## src/rtl/uart_rx_if.sv

```systemverilog
// uart_rx_if: received-byte stream from uart_rx to its consumer.
//   data          byte at the head of the receive buffer
//   data_valid    head is valid (buffer non-empty)
//   data_ready    consumer takes the head when high with data_valid
//   framing_error one-cycle pulse when a stop bit reads low
//   overflow      sticky; a good byte was dropped on a full buffer
interface uart_rx_if;
  logic [7:0] data;
  logic       data_valid;
  logic       data_ready;
  logic       framing_error;
  logic       overflow;
  modport master (output data, data_valid, framing_error, overflow, input data_ready);
  modport slave  (input data, data_valid, framing_error, overflow, output data_ready);
endinterface

```

## src/rtl/uart_rx.sv

```systemverilog
// uart_rx: oversampling 8N1 UART receiver with stop-bit check and byte FIFO.
//   mclk      system clock
//   reset     synchronous, active-low
//   baud_x16  one-cycle tick at OVERSAMPLE x baud
//   serial    asynchronous line, idles high
//   rx        byte stream, framing_error and overflow (uart_rx_if master)
module uart_rx #(
  parameter int OVERSAMPLE = 16,
  parameter int FIFO_DEPTH = 4
) (
  input  logic      mclk,
  input  logic      reset,
  input  logic      baud_x16,
  input  logic      serial,
  uart_rx_if.master rx
);
  localparam int TW = $clog2(OVERSAMPLE);
  localparam int PW = $clog2(FIFO_DEPTH);
  localparam int CW = PW + 1;
  localparam logic [TW-1:0] MID  = TW'(OVERSAMPLE / 2 - 1);
  localparam logic [TW-1:0] LAST = TW'(OVERSAMPLE - 1);
  typedef enum logic [2:0] {IDLE, START, DATA, STOP, WAIT_HIGH} state_t;
  state_t        state, state_n;
  logic          sync_meta, line;
  logic [TW-1:0] tick_cnt, tick_n;
  logic [2:0]    bit_cnt, bit_n;
  logic [7:0]    shreg, shreg_n;
  logic          push, ferr;
  logic [7:0]    mem [FIFO_DEPTH];
  logic [PW-1:0] wr_ptr, rd_ptr;
  logic [CW-1:0] count;
  logic          ferr_q, ovf_q;
  logic          dv, full, pop, wr;
  always_ff @(posedge mclk) begin
    if (!reset) begin
      sync_meta <= 1'b1;
      line      <= 1'b1;
      state     <= IDLE;
      tick_cnt  <= '0;
      bit_cnt   <= '0;
      shreg     <= '0;
    end else begin
      sync_meta <= serial;
      line      <= sync_meta;
      state     <= state_n;
      tick_cnt  <= tick_n;
      bit_cnt   <= bit_n;
      shreg     <= shreg_n;
    end
  end
  // Start detection counts from the first low tick, so the start-bit midpoint
  // is OVERSAMPLE/2 ticks later and each further bit midpoint OVERSAMPLE ticks on.
  always_comb begin
    state_n = state;
    tick_n  = tick_cnt;
    bit_n   = bit_cnt;
    shreg_n = shreg;
    push    = 1'b0;
    ferr    = 1'b0;
    if (baud_x16)
      case (state)
        IDLE: if (!line) begin
          state_n = START;
          tick_n  = '0;
        end
        START: if (tick_cnt == MID) begin
          state_n = line ? IDLE : DATA;
          tick_n  = '0;
          bit_n   = '0;
        end else tick_n = tick_cnt + 1'b1;
        DATA: if (tick_cnt == LAST) begin
          tick_n  = '0;
          shreg_n = {line, shreg[7:1]};
          bit_n   = bit_cnt + 3'd1;
          state_n = bit_cnt == 3'd7 ? STOP : DATA;
        end else tick_n = tick_cnt + 1'b1;
        STOP: if (tick_cnt == LAST) begin
          tick_n  = '0;
          state_n = line ? IDLE : WAIT_HIGH;
          push    = line;
          ferr    = !line;
        end else tick_n = tick_cnt + 1'b1;
        WAIT_HIGH: state_n = line ? IDLE : WAIT_HIGH;
        default: state_n = IDLE;
      endcase
  end
  assign dv   = count != '0;
  assign full = count == CW'(FIFO_DEPTH);
  assign pop  = dv && rx.data_ready;
  // A push into a full buffer only lands if the head leaves on the same edge.
  assign wr   = push && (!full || pop);
  always_ff @(posedge mclk)
    if (wr) mem[wr_ptr] <= shreg;
  always_ff @(posedge mclk) begin
    if (!reset) begin
      wr_ptr <= '0;
      rd_ptr <= '0;
      count  <= '0;
      ferr_q <= 1'b0;
      ovf_q  <= 1'b0;
    end else begin
      if (wr) wr_ptr <= wr_ptr + 1'b1;
      if (pop) rd_ptr <= rd_ptr + 1'b1;
      count  <= count + CW'(wr) - CW'(pop);
      ferr_q <= ferr;
      if (push && !wr) ovf_q <= 1'b1;
    end
  end
  assign rx.data          = dv ? mem[rd_ptr] : 8'h00;
  assign rx.data_valid    = dv;
  assign rx.framing_error = ferr_q;
  assign rx.overflow      = ovf_q;
endmodule

```

## src/flat_wrapper.sv

```systemverilog
// flat-port wrapper written by rule: the top's interface ports become plain ports
module uart_rx_flat 
#(
  parameter int OVERSAMPLE = 16,
  parameter int FIFO_DEPTH = 4
)
  (mclk, reset, baud_x16, serial, rx_data, rx_data_valid, rx_framing_error, rx_overflow, rx_data_ready);
  uart_rx_if rx_i ();
  input  logic mclk;
  input  logic reset;
  input  logic baud_x16;
  input  logic serial;
  output wire logic [$bits(rx_i.data)-1:0] rx_data;
  output wire logic [$bits(rx_i.data_valid)-1:0] rx_data_valid;
  output wire logic [$bits(rx_i.framing_error)-1:0] rx_framing_error;
  output wire logic [$bits(rx_i.overflow)-1:0] rx_overflow;
  input wire logic [$bits(rx_i.data_ready)-1:0] rx_data_ready;
  assign rx_data = rx_i.data;
  assign rx_data_valid = rx_i.data_valid;
  assign rx_framing_error = rx_i.framing_error;
  assign rx_overflow = rx_i.overflow;
  assign rx_i.data_ready = rx_data_ready;
  uart_rx #(.OVERSAMPLE(OVERSAMPLE), .FIFO_DEPTH(FIFO_DEPTH)) u_core (.mclk(mclk), .reset(reset), .baud_x16(baud_x16), .serial(serial), .rx(rx_i));
endmodule
```

## config.mk

```make
export PLATFORM = sky130hd
export DESIGN_NAME = uart_rx_flat
export DESIGN_NICKNAME = d
export VERILOG_FILES = /design/src/rtl/uart_rx_if.sv /design/src/rtl/uart_rx.sv /design/src/flat_wrapper.sv
export SDC_FILE = /design/constraint.sdc
export NUM_CORES = 1
export LEC_CHECK = 0
export ABC_AREA = 1
export CORE_ASPECT_RATIO = 1.4
export CORE_UTILIZATION = 30
export CTS_CLUSTER_DIAMETER = 50
export CTS_CLUSTER_SIZE = 10
export DETAILED_ROUTE_END_ITERATION = 7
export GPL_TIMING_DRIVEN = 0
export PLACE_DENSITY = 0.48
export SYNTH_ARGS = -nofsm -noshare
export SYNTH_HDL_FRONTEND = slang
export SYNTH_SLANG_ARGS = --single-unit
```

## constraint.sdc

```tcl
create_clock -name mclk -period 3.42 [get_ports mclk]
set_input_delay 0.342 -clock mclk [delete_from_list [all_inputs] [get_ports mclk]]
set_output_delay 0.342 -clock mclk [all_outputs]
set_load 0.01 [all_outputs]
```

==> results of run 1 <==
[cell usage in the layout, fill, tap and decap left out, types with 2 or more instances in the layout]
cell type,instances
nor2_1,78
nand2_1,37
inv_1,33
edfxtp_1,32
dfxtp_1,31
o21ai_0,30
a21oi_1,19
clkdlybuf4s50_1,15
ha_1,9
clkbuf_16,9
nand3_1,8
nand2_2,4
clkbuf_1,4
nor2_4,3
buf_2,2
inv_2,2
nand3_2,2
clkinv_2,2
xnor2_1,2
or2_2,2
bufinv_16,2
[metrics by stage]
stage          area (um^2)  hold WS (ps)    util  cells  worst slack (ps)
4_1_cts               3383         420.4  0.3747    446             782.3
3_5_place_dp          3069         406.8  0.3399    430              1076
2_1_floorplan         2785         392.5       -    308              1543
3_3_place_gp          3069         403.1  0.3399    430              1107
6_report              3383         415.4  0.3747    446             824.9
5_1_grt               3383         425.0  0.3747    446             596.7
[path summary, 6_finish.rpt]
path	endpoint	slack (ps)	depth (start not counted)
worst min-delay path	u_core.line$_SDFF_PN1_	420	1
worst min register to register	u_core.line$_SDFF_PN1_	420	1
worst max register to register	u_core.mem[3][1]$_DFFE_PP_	1230	5
worst max-delay path	rx_data[7]	820	6
[state kept, by name (all words and copies together), names as in the netlist, 2 cells and up, named ones only]
name,cells
u_core.bit_cnt,3
u_core.count,3
u_core.mem,32
u_core.rd_ptr,2
u_core.shreg,8
u_core.state,3
u_core.tick_cnt,4
u_core.wr_ptr,2
[power by group through the flow]
| stage | sequential [mW] | clock (mW) | combinational [mW] |
|---|---|---|---|
| 2_1_floorplan | 0.904 | 0 | 0.458 |
| 3_3_place_gp | 0.916 | 0 | 0.652 |
| 3_5_place_dp | 0.917 | 0 | 0.654 |
| 4_1_cts | 0.901 | 0.979 | 0.658 |
| 5_1_grt | 0.910 | 1.01 | 0.750 |
| 6_report | 0.902 | 0.957 | 0.644 |
[final cells by class]
type / count / area [um^2]
Multi-Input combinational cell: 203 / 1032
Inverter: 36 / 136.4
Sequential cell: 63 / 1582
Buffer: 6 / 35.03
Clock buffer: 10 / 229.0
Tap cell: 107 / 133.9
Fill cell: 895 / 5645
Clock inverter: 6 / 85.08
Timing Repair Buffer: 15 / 150.1
[cell families (layout without fill, tap and decap cells)]
kind of cell             Yosys count  after routing  synth area share
AO/OA/AOI/OAI                     50             50           0.09074
XOR/XNOR                           3              3          0.009436
adder cells (fa/ha/maj)           10             10           0.04762
buffers and inverters             42             73           0.06154
flip-flops                        63             63            0.5678
AND/OR/NAND/NOR                  140            140            0.2228
[metal layers]
| layer | track usage | vias to the layer above |
|---|---|---|
| met5 | 0 | - |
| li1 | - | 1052 |
| met3 | 0.03276 | 11 |
| met4 | 0.06441 | 0 |
| met2 | 0.2383 | 29 |
| met1 | 0.1400 | 880 |
[Yosys cell counts (all sizes together)]
master,instances,area [um^2]
a21oi,19,95.09
buf,2,10.01
clkbuf,4,25.02
clkinv,1,5.000
dfxtp,31,620.6
edfxtp,32,960.9
fa,1,20.02
ha,9,112.6
inv,35,131.4
nand2,41,163.9
nand3,11,77.58
nand4,1,6.260
nor2,82,332.8
nor3,2,21.27
o211ai,1,7.510
o21ai,30,150.1
or2,3,18.77
xnor2,2,17.52
xor2,1,8.760
==> flow_metrics.env, run 1 <==
export IMPL_antenna_found_initial=0
export IMPL_fin_nets=349
export IMPL_finalWirelength_um=5549
export IMPL_max_stage_delay_ps=560
export IMPL_slew_viol_final=0
export IMPL_clock_fmax_mhz=385.3
export IMPL_timing_setup_tns_ps=0
export IMPL_finalCritPeriodShare=0.7588
export IMPL_routedWlPerCell_um=12.44
export IMPL_cts_setup_buffers=0
export IMPL_p_int_mw=1.724
export IMPL_drv_cap=0
export IMPL_grt_max_degree=12
export IMPL_grt_pass1_wl_um=9432
export IMPL_gp_congestion=0.8098
export IMPL_cp_end_kind="output port"
export IMPL_syn_nets=323
export IMPL_drt_first_iter_violations=94
export IMPL_cts_max_level=3
export IMPL_mappedNetlistArea_mm2=0.002785
export IMPL_syn_avg_cell_area_um2=9.043
export IMPL_ant_nets=0
export IMPL_fin_skew_ps=7.774
export IMPL_ir_drop_uv=416.7
export IMPL_drt_pass1_iter_count=4
export IMPL_crit_fanout=9
export IMPL_switching_power_mw=0.7794
export IMPL_place_hpwl_um=3913
export IMPL_start_util=0.3085
export IMPL_die_width_um=83.44
export IMPL_coreArea_mm2=0.009029
export IMPL_layout_drive_gt1_share=0.1003
export IMPL_dieArea_mm2=0.009679
export IMPL_vias_per_cell=4.422
export IMPL_diodes=0
export IMPL_setup_viol=0
export IMPL_rows=41
export IMPL_grt_ovfl_total=0
export IMPL_wl_met2_um=2857
export IMPL_power_density_mw_per_mm2=740.0
export IMPL_yosysWarningCount=0
export IMPL_cts_path_max_buffers=2
export IMPL_cts_made_buffers=9
export IMPL_crit_chain="clkbuf_1 > inv_1 > nor2_1 > o21ai_0 > a21oi_1 > clkdlybuf4s50_1"
export IMPL_cts_resized=0
export IMPL_crit_arrival_ps=2250
export IMPL_clock_sinks=63
export IMPL_tightest_slew_ps=816.7
export IMPL_die_height_um=116.0
export IMPL_r2r_start="u_core.tick_cnt[0]$_SDFFE_PN0P_"
export IMPL_startpoint_type="flip-flop"
export IMPL_crit_family="buffers and inverters"
export IMPL_power_frac_clock=0.382
export IMPL_grt_pass1_vias=1934
export IMPL_pwr_share_comb=0.257
export IMPL_hold_violations=0
export IMPL_ctsHoldBuffers=0
export IMPL_leakage_nw=1.379
export IMPL_yosys_register_bits=63
export IMPL_ioPinCount=16
export IMPL_cts_root_buf="clkbuf_16"
export IMPL_slowest_stage="clkdlybuf4s50_1"
export IMPL_drc=0
export IMPL_grt_total_usage=0.1300
export IMPL_seq_power_share=0.360
export IMPL_worstPathRequired_ps=3080
export IMPL_portBuffers=15
export IMPL_rsz0062_at_grt="false"
export IMPL_run_status="complete, no violations"
export IMPL_ys_seq_area_frac=0.5678
export IMPL_switching_share=0.3113
export IMPL_synth_distinct_cells=28
export IMPL_vias=1972
export IMPL_drt_met1_wl_um=2397
export IMPL_clk_pin_slew_ps=50
export IMPL_highest_layer="met4"
export IMPL_path_buf_inv=3
export IMPL_hold_class="flip-flop to flip-flop"
export IMPL_maxSlewHeadroom=0.4535
export IMPL_period_needed_ps=2595
export IMPL_cts_tree="built"
export IMPL_wl_met3_um=164
export IMPL_syn_to_final_growth_pct=21.47
export IMPL_crit_type="flip-flop to output port"
export IMPL_hp_start="u_core.sync_meta$_SDFF_PN1_"
export IMPL_p_total_mw=2.503
export IMPL_clk_latency_ps=330
export IMPL_netlist_instances=308
Note: power is estimated with default switching activity, not from simulation.
==> inputs of run 2 (changes only) <==
PLACE_DENSITY = 0.49   (was 0.48)
clock period = 2.2 ns   (was 3.42 ns; I/O delays follow)
==> run 2 against run 1 <==
  * Register-to-register slack lost 1100 ps
  * First-iteration DRC count decreased by 11%
  * Largest power group is now sequential cells
  * Power up 52%
  * Critical path depth grew 3
  * Die area did not move
  * Core utilization grew 0.57 points
  * Combinational power rose by 55%
  * Highest routed layer unchanged
  * Critical endpoint is now u_core.count[1]$_SDFF_PN0_
  * Setup slack got worse by 670 ps
  * Sequential cell count unchanged
  * Clock skew shrank 2.9 ps
  * Hold slack got worse by 3.7 ps
  * Via count rose by 2.0%
==> flow_metrics.env, run 2 (synthesis results as in run 1) <==
export IMPL_tightest_slew_ps=517.6
export IMPL_cts_tree="built"
export IMPL_power_density_mw_per_mm2=1108
export IMPL_largest_register="u_core.mem"
export IMPL_clk_latency_ps=320
export IMPL_grt_total_usage=0.1267
export IMPL_drt_first_iter_violations=84
export IMPL_timing_setup_tns_ps=0
export IMPL_ant_nets=0
export IMPL_grt_max_degree=17
export IMPL_mostFrequentLayoutCell="nor2_1"
export IMPL_diodes=0
export IMPL_crit_type="flip-flop to flip-flop"
export IMPL_grt_pass1_wl_um=9425
export IMPL_switching_share=0.3233
export IMPL_run_status="complete, no violations"
export IMPL_cts_max_level=3
export IMPL_die_width_um=83.44
export IMPL_p_int_mw=2.575
export IMPL_finalCritPeriodShare=0.9274
export IMPL_setup_viol=0
export IMPL_wl_met2_um=2856
export IMPL_syn_to_final_growth_pct=23.32
export IMPL_clk_pin_slew_ps=50
export IMPL_drc=0
export IMPL_worstPathRequired_ps=2420
export IMPL_startpoint_type="flip-flop"
export IMPL_final_util=0.3804
export IMPL_clock_fmax_mhz=490.1
export IMPL_gp_congestion=0.7891
export IMPL_rsz0062_at_grt="false"
export IMPL_cts_made_buffers=9
export IMPL_coreArea_mm2=0.009029
export IMPL_routedWlPerCell_um=12.24
export IMPL_layout_drive_gt1_share=0.1302
export IMPL_crit_arrival_ps=2260
export IMPL_grt_pass1_vias=1975
export IMPL_slowest_stage="fa_1"
export IMPL_cts_root_buf="clkbuf_16"
export IMPL_fin_nets=348
export IMPL_start_util=0.3085
export IMPL_switching_power_mw=1.230
export IMPL_vias_per_cell=4.521
export IMPL_setup_ws_ps=159.6
export IMPL_ioPinCount=16
export IMPL_hold_violations=0
export IMPL_cp_end_kind="flip-flop"
export IMPL_leakage_nw=1.505
export IMPL_place_hpwl_um=3902
export IMPL_maxSlewHeadroom=0.6545
export IMPL_final_cell_mix="nor2_1 (73), nand2_1 (37), inv_1 (33)"
export IMPL_vias=2012
export IMPL_crit_chain="ha_4 > nand3_2 > nor3_4 > nand3_4 > inv_1 > ha_1 > fa_1 > nand2_1 > inv_1"
export IMPL_rows=41
export IMPL_max_stage_delay_ps=430
export IMPL_crit_fanout=9
export IMPL_fin_skew_ps=4.831
export IMPL_path_common_cell="inv_1"
export IMPL_highest_layer="met4"
export IMPL_dieArea_mm2=0.009679
export IMPL_power_frac_clock=0.364
export IMPL_finalWirelength_um=5446
export IMPL_hold_class="flip-flop to flip-flop"
export IMPL_period_needed_ps=2040
export IMPL_drv_cap=0
export IMPL_top_regs="u_core.mem (32), u_core.shreg (8), u_core.tick_cnt (4)"
export IMPL_dp_worst_setup_slack_ps=-36.94
export IMPL_portBuffers=15
export IMPL_crit_family="adder cells"
export IMPL_die_height_um=116.0
export IMPL_p_total_mw=3.805
export IMPL_cts_path_max_buffers=2
export IMPL_drt_met1_wl_um=2291
export IMPL_drt_pass1_iter_count=4
export IMPL_path_buf_inv=2
export IMPL_wl_met3_um=219
export IMPL_slew_viol_final=0
export IMPL_clock_sinks=63
export IMPL_largest_reg_flops=32
export IMPL_seq_power_share=0.374
export IMPL_pwr_share_comb=0.262
export IMPL_grt_ovfl_total=0
export IMPL_ir_drop_uv=569.9
export IMPL_antenna_found_initial=0
## run 2: cell count changes in the layout (fill, tap and decap cells not counted), sizes merged
cell           previous run  this run
inv                      35        36
bufinv                    2         1
clkdlybuf4s50            15         7
clkinvlp                  1         4
clkinv                    4         2
clkbuf                   14        12
dlymetal6s2s              0         8
## run 2: final timing paths
| path | from | end | slack, ps | cells after the start |
|---|---|---|---|---|
| max | u_core.tick_cnt[0]$_SDFFE_PN0P_ | u_core.count[1]$_SDFF_PN0_ | 160 | 9 |
| min | u_core.sync_meta$_SDFF_PN1_ | u_core.line$_SDFF_PN1_ | 410 | 1 |
| max reg2reg | u_core.tick_cnt[0]$_SDFFE_PN0P_ | u_core.count[1]$_SDFF_PN0_ | 160 | 9 |
| min reg2reg | u_core.sync_meta$_SDFF_PN1_ | u_core.line$_SDFF_PN1_ | 410 | 1 |
## run 2: worst register-to-register path, delay by kind of cell, from the launching register on
family                   cells  cell delay (ps)
flip-flops                   1              410
adder cells (fa/ha/maj)      3              790
AND/OR/NAND/NOR              4              630
buffers and inverters        2              130
## run 2: power by group through the flow
stage / clock network, mW / logic [mW] / registers (mW)
3_5_place_dp: 0 / 1.02 / 1.43
4_1_cts: 1.42 / 1.02 / 1.41
2_1_floorplan: 0 / 0.711 / 1.41
5_1_grt: 1.47 / 1.17 / 1.44
3_3_place_gp: 0 / 1.01 / 1.42
6_report: 1.38 / 0.998 / 1.42
## run 2: area by class of cell
| type | instances | area, um^2 |
|---|---|---|
| tap | 107 | 133.9 |
| fill | 909 | 5594 |
| inverter | 36 | 138.9 |
| multi-input combinational | 203 | 1067 |
| timing repair buffer | 16 | 177.7 |
| clock buffer | 9 | 225.2 |
| clock inverter | 7 | 72.57 |
| sequential | 63 | 1583 |
| buffer | 4 | 36.28 |
## run 2: per-layer routing
layer | up-vias | global-route usage
met5 | - | 0
met2 | 34 | 0.2284
met3 | 7 | 0.03775
met1 | 920 | 0.1406
met4 | 0 | 0.05085
li1 | 1051 | -
## run 2: repair_timing
item / CTS / global route
endpoints found under the setup margin: 40 / 34
hold buffers: 0 / 0
setup buffers: 0 / 1
pin swaps: 0 / 3
resized for setup: 4 / 19
cloned: 0 / 0
## run 2: stage by stage
step | std cells | hold slack (ps) | instance area (um^2)
5_1_grt | 445 | 427.5 | 3435
6_report | 445 | 411.7 | 3435
4_1_cts | 444 | 414.2 | 3369
3_3_place_gp | 430 | 395.2 | 3069
2_1_floorplan | 308 | 326.6 | 2785
3_5_place_dp | 430 | 401.4 | 3069
